==> src/rtl/seg_scan_pkg.sv <==
// Shared code constants and active-high segment patterns for the seven-segment scanner.
// Segment bit order is g..a, i.e. bit 0 drives segment a.
package seg_scan_pkg;

  localparam logic [3:0] CODE_DASH  = 4'd10;
  localparam logic [3:0] CODE_E     = 4'd11;
  localparam logic [3:0] CODE_R     = 4'd12;
  localparam logic [3:0] CODE_H     = 4'd13;
  localparam logic [3:0] CODE_BLANK = 4'd15;

  localparam logic [6:0] SEG_DASH  = 7'h40;
  localparam logic [6:0] SEG_E     = 7'h79;
  localparam logic [6:0] SEG_R     = 7'h50;
  localparam logic [6:0] SEG_H     = 7'h76;
  localparam logic [6:0] SEG_BLANK = 7'h00;

  // Entry k holds the pattern for decimal digit k.
  localparam logic [9:0][6:0] SEG_DIGIT = {
    7'h6F, 7'h7F, 7'h07, 7'h7D, 7'h6D, 7'h66, 7'h4F, 7'h5B, 7'h06, 7'h3F
  };

endpackage

==> src/rtl/seg7_decode.sv <==
// Combinational 4-bit code to active-high 7-segment decode (g..a).
// Codes 14 and 15 are blank; polarity is applied by the caller.
module seg7_decode
  import seg_scan_pkg::*;
(
  input  logic [3:0] code_i,
  output logic [6:0] seg_o
);

  always_comb begin
    seg_o = SEG_BLANK;
    if (code_i <= 4'd9) begin
      seg_o = SEG_DIGIT[code_i];
    end else begin
      case (code_i)
        CODE_DASH:  seg_o = SEG_DASH;
        CODE_E:     seg_o = SEG_E;
        CODE_R:     seg_o = SEG_R;
        CODE_H:     seg_o = SEG_H;
        CODE_BLANK: seg_o = SEG_BLANK;
        default:    seg_o = SEG_BLANK;
      endcase
    end
  end

endmodule

==> src/rtl/seg_scan_ctrl.sv <==
// Multiplexed seven-segment scanner: frame-coherent shadow load, leading-zero blanking,
// per-digit blink, PWM brightness. Define SEG_SCAN_DEADTIME_EN for anti-ghost dead time.
module seg_scan_ctrl
  import seg_scan_pkg::*;
#(
  parameter int NUM_DIGITS     = 8,
  parameter int SCAN_DIV       = 50000,
  parameter int BLINK_FRAMES   = 250,
  parameter int PWM_BITS       = 3,
  parameter int SEG_ACTIVE_LOW = 1,
  parameter int DIG_ACTIVE_LOW = 1,
  parameter int DEAD_CYCLES    = 16
) (
  input  logic                    Clk_50MHz,
  input  logic                    Reset,
  input  logic                    Enable,
  input  logic [4*NUM_DIGITS-1:0] Bcd_in,
  input  logic [NUM_DIGITS-1:0]   Dp_in,
  input  logic                    Blank_lz,
  input  logic [NUM_DIGITS-1:0]   Blink_mask,
  input  logic [PWM_BITS-1:0]     Bright,
  output logic [7:0]              Duan,
  output logic [NUM_DIGITS-1:0]   Wei,
  output logic                    Frame_done
);

  localparam int IDX_W = $clog2(NUM_DIGITS);
  localparam int PRE_W = (SCAN_DIV > 1) ? $clog2(SCAN_DIV) : 1;
  localparam int BLK_W = $clog2(BLINK_FRAMES + 1);
  localparam logic [PRE_W-1:0] PRE_MAX  = PRE_W'(SCAN_DIV - 1);
  localparam logic [PRE_W-1:0] DEAD_LIM = PRE_W'(DEAD_CYCLES);
  localparam logic [IDX_W-1:0] IDX_MAX  = IDX_W'(NUM_DIGITS - 1);
  localparam logic [BLK_W-1:0] BLK_MAX  = BLK_W'(BLINK_FRAMES);
  localparam logic [7:0] SEG_OFF = (SEG_ACTIVE_LOW != 0) ? 8'hFF : 8'h00;
  localparam logic [NUM_DIGITS-1:0] DIG_OFF = (DIG_ACTIVE_LOW != 0) ? '1 : '0;
`ifdef SEG_SCAN_DEADTIME_EN
  localparam bit DEAD_EN = 1'b1;
`else
  localparam bit DEAD_EN = 1'b0;
`endif

  logic [PRE_W-1:0]        presc_q, presc_d;
  logic [IDX_W-1:0]        idx_q, idx_d;
  logic [4*NUM_DIGITS-1:0] code_q, code_d;
  logic [NUM_DIGITS-1:0]   dp_q, dp_d;
  logic [NUM_DIGITS-1:0]   blink_q, blink_d;
  logic [NUM_DIGITS-1:0]   lz_q, lz_d;
  logic [BLK_W-1:0]        blink_cnt_q, blink_cnt_d;
  logic                    blink_phase_q, blink_phase_d;
  logic [PWM_BITS-1:0]     pwm_q, pwm_d;
  logic                    frame_done_q, frame_done_d;
  logic [7:0]              duan_q, duan_d;
  logic [NUM_DIGITS-1:0]   wei_q, wei_d;

  logic       tick, lit, dead_win;
  logic [3:0] cur_code;
  logic [6:0] cur_seg;

  // zero_above[d] is set when digits d..NUM_DIGITS-1 all carry code 0.
  logic [NUM_DIGITS:1] zero_above;
  assign zero_above[NUM_DIGITS] = 1'b1;
  for (genvar gi = 1; gi < NUM_DIGITS; gi++) begin : g_lz
    assign zero_above[gi] = zero_above[gi+1] & (Bcd_in[4*gi +: 4] == 4'h0);
  end

  assign tick     = Enable && (presc_q == PRE_MAX);
  assign cur_code = code_q[{idx_q, 2'b00} +: 4];
  assign lit      = Enable && !(blink_phase_q && blink_q[idx_q]) && (pwm_q <= Bright);
  assign dead_win = DEAD_EN && (presc_q < DEAD_LIM);

  seg7_decode u_decode (
    .code_i (cur_code),
    .seg_o  (cur_seg)
  );

  always_comb begin
    presc_d       = presc_q;
    idx_d         = idx_q;
    code_d        = code_q;
    dp_d          = dp_q;
    blink_d       = blink_q;
    lz_d          = lz_q;
    blink_cnt_d   = blink_cnt_q;
    blink_phase_d = blink_phase_q;
    pwm_d         = pwm_q;
    frame_done_d  = 1'b0;
    if (Enable) begin
      pwm_d = pwm_q + 1'b1;
      if (!tick) begin
        presc_d = presc_q + 1'b1;
      end else begin
        presc_d = '0;
        if (idx_q != IDX_MAX) begin
          idx_d = idx_q + 1'b1;
        end else begin
          idx_d        = '0;
          code_d       = Bcd_in;
          dp_d         = Dp_in;
          blink_d      = Blink_mask;
          lz_d         = Blank_lz ? {zero_above[NUM_DIGITS-1:1], 1'b0} : '0;
          frame_done_d = 1'b1;
          // blink_cnt_q is the number of frames already started in the current half-period.
          if (blink_cnt_q == BLK_MAX) begin
            blink_cnt_d   = BLK_W'(1);
            blink_phase_d = ~blink_phase_q;
          end else begin
            blink_cnt_d = blink_cnt_q + 1'b1;
          end
        end
      end
    end
    duan_d = (lit ? {dp_q[idx_q], lz_q[idx_q] ? 7'h00 : cur_seg} : 8'h00) ^ SEG_OFF;
    wei_d  = ((lit && !dead_win) ? (NUM_DIGITS'(1) << idx_q) : '0) ^ DIG_OFF;
  end

  always_ff @(posedge Clk_50MHz or posedge Reset) begin
    if (Reset) begin
      presc_q       <= '0;
      idx_q         <= IDX_MAX;
      code_q        <= '1;
      dp_q          <= '0;
      blink_q       <= '0;
      lz_q          <= '0;
      blink_cnt_q   <= '0;
      blink_phase_q <= 1'b0;
      pwm_q         <= '0;
      frame_done_q  <= 1'b0;
      duan_q        <= SEG_OFF;
      wei_q         <= DIG_OFF;
    end else begin
      presc_q       <= presc_d;
      idx_q         <= idx_d;
      code_q        <= code_d;
      dp_q          <= dp_d;
      blink_q       <= blink_d;
      lz_q          <= lz_d;
      blink_cnt_q   <= blink_cnt_d;
      blink_phase_q <= blink_phase_d;
      pwm_q         <= pwm_d;
      frame_done_q  <= frame_done_d;
      duan_q        <= duan_d;
      wei_q         <= wei_d;
    end
  end

  assign Duan       = duan_q;
  assign Wei        = wei_q;
  assign Frame_done = frame_done_q;

endmodule

==> config.mk <==
export PLATFORM = sky130hd
export DESIGN_NAME = seg_scan_ctrl
export DESIGN_NICKNAME = d
export VERILOG_FILES = /design/src/rtl/seg_scan_pkg.sv /design/src/rtl/seg7_decode.sv /design/src/rtl/seg_scan_ctrl.sv
export SDC_FILE = /design/constraint.sdc
export NUM_CORES = 1
export LEC_CHECK = 0
export CORE_MARGIN = 8
export CORE_UTILIZATION = 40
export CTS_CLUSTER_DIAMETER = 80
export DETAILED_ROUTE_END_ITERATION = 16
export DONT_BUFFER_PORTS = 1
export GPL_TIMING_DRIVEN = 0
export SYNTH_ARGS = -nofsm -noshare
export SYNTH_HDL_FRONTEND = slang
export SYNTH_HIERARCHICAL = 1
export SYNTH_SLANG_ARGS = --single-unit
export TNS_END_PERCENT = 1
==> constraint.sdc <==
create_clock -name Clk_50MHz -period 7.2 [get_ports Clk_50MHz]
set_clock_uncertainty 0.05 [all_clocks]
set_input_delay 1.44 -clock Clk_50MHz [delete_from_list [all_inputs] [get_ports Clk_50MHz]]
set_output_delay 1.44 -clock Clk_50MHz [all_outputs]
set_load 0.05 [all_outputs]
==> summary.md <==
### Status
* **status** finished, final reports clean

### Clock network
* **cells resized by post-CTS repair** 0
* **hold buffer count at CTS** 0
* **number of buffers created by CTS** 9
* **setup fix buffers added after clock tree synthesis** 0
* **CTS tree** yes
* **Clock H-tree levels** 3
* **clock root cell** clkbuf_16
* **clock latency at the later pin of the worst-skew pair** 350 ps
* **number of sinks on the clock net** 103
* **clock-pin transition on the worst setup and hold timing paths** 60 ps
* **number of buffers between clock root and the deepest sink** 2

### Floorplan
* **floorplan die width** 129.7 um
* **chip height** 129.7 um
* **num rows** 41
* **area enclosed by the die boundary** 16830 um2
* **starting density of the core** 0.4101
* **ports placed on the boundary** 72
* **Core Region** 12620 um2

### Logic synthesis
* **post-synthesis cell type count** 56
* **number of flip-flops and latches in the synthesized netlist** 103
* **leading cell type by number of instances after synthesis** dfrtp_1
* **post-synth design cell area** 5175 um2
* **count of warnings emitted by yosys** 6
* **Post-synth top cells** dfrtp_1 (52), dfstp_2 (51), nand2_1 (36)
* **Net Count, Synth** 503
* **post-synthesis cell count** 427
* **mean post-synth cell area** 12.12 um2
* **EDFF count, synth** 0
* **ys async rst share** 1.000
* **top post-synthesis cells by area** dfstp_2 (26%), dfrtp_1 (25%), mux2_1 (6.5%), mux4_2 (5.7%), ha_1 (5.1%)
* **library cell with the largest summed area after synthesis** dfstp_2
* **Seq/Total Area, Yosys** 0.5104
* **Top FF cell, synth** dfrtp_1
* **top cell type's share of synthesized area** 0.2589

### Power
* **leakage power total** 2.449 nW
* **maximum ir drop on the vdd rail** 0.1781 mV
* **Pwr Density** 224.9 nW/um2

### Worst setup path
* **critical setup path kind** register to register
* **Setup crit start kind** register
* **Worst Path Max Fanout** 10
* **CP Capture Type** register
* **Worst EP arrival** 3700 ps
* **required time of the critical path** 7390 ps

### Hold path
* **Hold Crit Class** register to register

### Layout
* **Net count, final** 515
* **relative area change from synthesis to final layout** 9.816%
* **final antenna diode count** 0
* **cell area after layout** 5683 um2
* **total of fill cells in the finished design** 1191
* **layout cell share with drive strength beyond 1** 0.2613

### Timing
* **Period minus WS final** 3509 ps
* **relative slew slack** 0.3870
* **unrepaired setup endpoints after global routing** false
* **Fmax** 285.0 MHz
* **Hold Slack** 435.0 ps
* **final sum of negative setup slack** 0 ps
* **number of failing setup endpoints in the final timing report** 0
* **final hold violation count** 0
* **share of the clock period used by the worst path** 0.4874
* **transition at the pin with the smallest max-transition slack** 911.1 ps
* **fin. max-slew vios** 0

### Placed design
* **final HPWL from detailed placement** 8507 um
* **placement-stage cell area** 5420 um2
* **number of buffers added on ports** 0
* **RePlAce Congestion** 0.8610

### GRT
* **number of antenna violations at the first check in global routing** 0
* **Overflow after GRT** 0
* **pin count of the biggest net entering global routing** 62
* **vias in the first global route** 3520
* **first-pass GRT wire length** 19040 um
* **All-Layer GR Usage** 0.1474

### Drt
* **Via Count** 3334
* **via-per-instance ratio** 5.412
* **number of DRC markers in iteration 0** 186
* **detailed-routing iteration count for the pre-antenna-repair pass** 4
* **average routed wire per standard cell** 18.44 um
* **residual DRC count** 0
* **Post-Route WL** 11360 um
* **antenna viol nets, final** 0

### Job
* **max capacitance violation total** 0

## cell type report
class	instances	area, um2	share of cell area
multi-input cells	287	2341	0.4119
repair buffers	1	27.53	0.004844
plain buffers	19	125.1	0.02202
flip-flops and latches	103	2641	0.4648
clock buffers	15	257.7	0.04535
inverters	18	70.07	0.01233
well taps	172	215.2	0.03787
clock inverters	1	5.005	0.0008807
## cell families (layout without fill, tap and decap cells)
logic type,count (synthesis),in the layout,share of synthesized area
adders and majority gates,21,21,0.05077
and+or+nand+nor,127,127,0.1308
DFF,103,103,0.5104
xor gates and xnor gates,13,13,0.02200
muxes,69,69,0.1808
buffers and inverters,37,54,0.03723
AOI/OAI and AO/OA,57,57,0.06794
## worst max-delay path, stage by stage (launching register included)
cell and delay, ps:
dfstp_2 550, clkbuf_1 320, clkbuf_1 600, mux4_2 610, nand2_1 90, nand2_1 160
inv_1 170, ha_1 270, nand2b_1 160, o22ai_1 80, a211oi_1 230, nand3_1 110
## flip-flops by register name, summed over array words and instances, names as in the netlist, 3 cells and up
name / count
Duan: 8
Wei: 8
blink_cnt_q: 8
blink_q: 8
code_q: 32
dp_q: 8
idx_q: 3
lz_q: 7
presc_q: 16
pwm_q: 3
## worst paths after layout
| check | from | endpoint | slack (ps) | depth (start not counted) |
|---|---|---|---|---|
| setup / recovery | idx_q[0] | Duan[4] | 3690 | 11 |
| min in group asynchronous | Reset | blink_q[6] | 980 | 1 |
| hold reg to reg | blink_q[3] | blink_q[3] | 440 | 1 |
| hold / removal | blink_q[3] | blink_q[3] | 440 | 1 |
| max in group asynchronous | Reset | code_q[2] | 5400 | 2 |
| setup reg to reg | idx_q[0] | Duan[4] | 3690 | 11 |
## stage by stage
stage               worst slack, ps  utilization  total power [mW]  instances
floorplan                      3091            -            0.8104        427
global placement               2016       0.4271            0.8375        599
detailed placement             3585       0.4295            0.8462        600
global route                   3364       0.4503             1.347        616
finish                         3691       0.4503             1.278        616
CTS                            3595       0.4503             1.298        616
## cells in the final DEF, fill, tap and decap left out, types with 4 or more instances in the layout
master	instances
nor2_1	19
mux2i_1	5
mux4_2	13
a31oi_1	6
clkbuf_1	14
clkbuf_16	9
xor2_1	5
xnor2_1	8
nand4_1	8
or4_1	5
nand3_1	27
o21ai_0	19
mux2_4	5
dfrtp_1	52
mux2_1	30
ha_1	21
nand2_1	36
a21oi_1	14
nor4_1	6
inv_1	14
mux2_2	16
nor3_1	9
dfstp_2	51
o31ai_1	4
## routing by layer
layer,vias up,GRT usage,wire [um],share of wire
li1,1584,-,-,-
met1,1661,0.1931,5184,0.46
met2,80,0.2217,5172,0.46
met3,9,0.05100,857,0.075
met4,0,0.05328,146,0.013
met5,-,0,0,0
## power by group
part / switching [mW] / internal (mW) / total, mW
Combinational: 0.0577 / 0.0435 / 0.101
Sequential: 0.0967 / 0.635 / 0.731
Clock: 0.201 / 0.244 / 0.445
No activity file was read; power rests on OpenSTA's default activity.
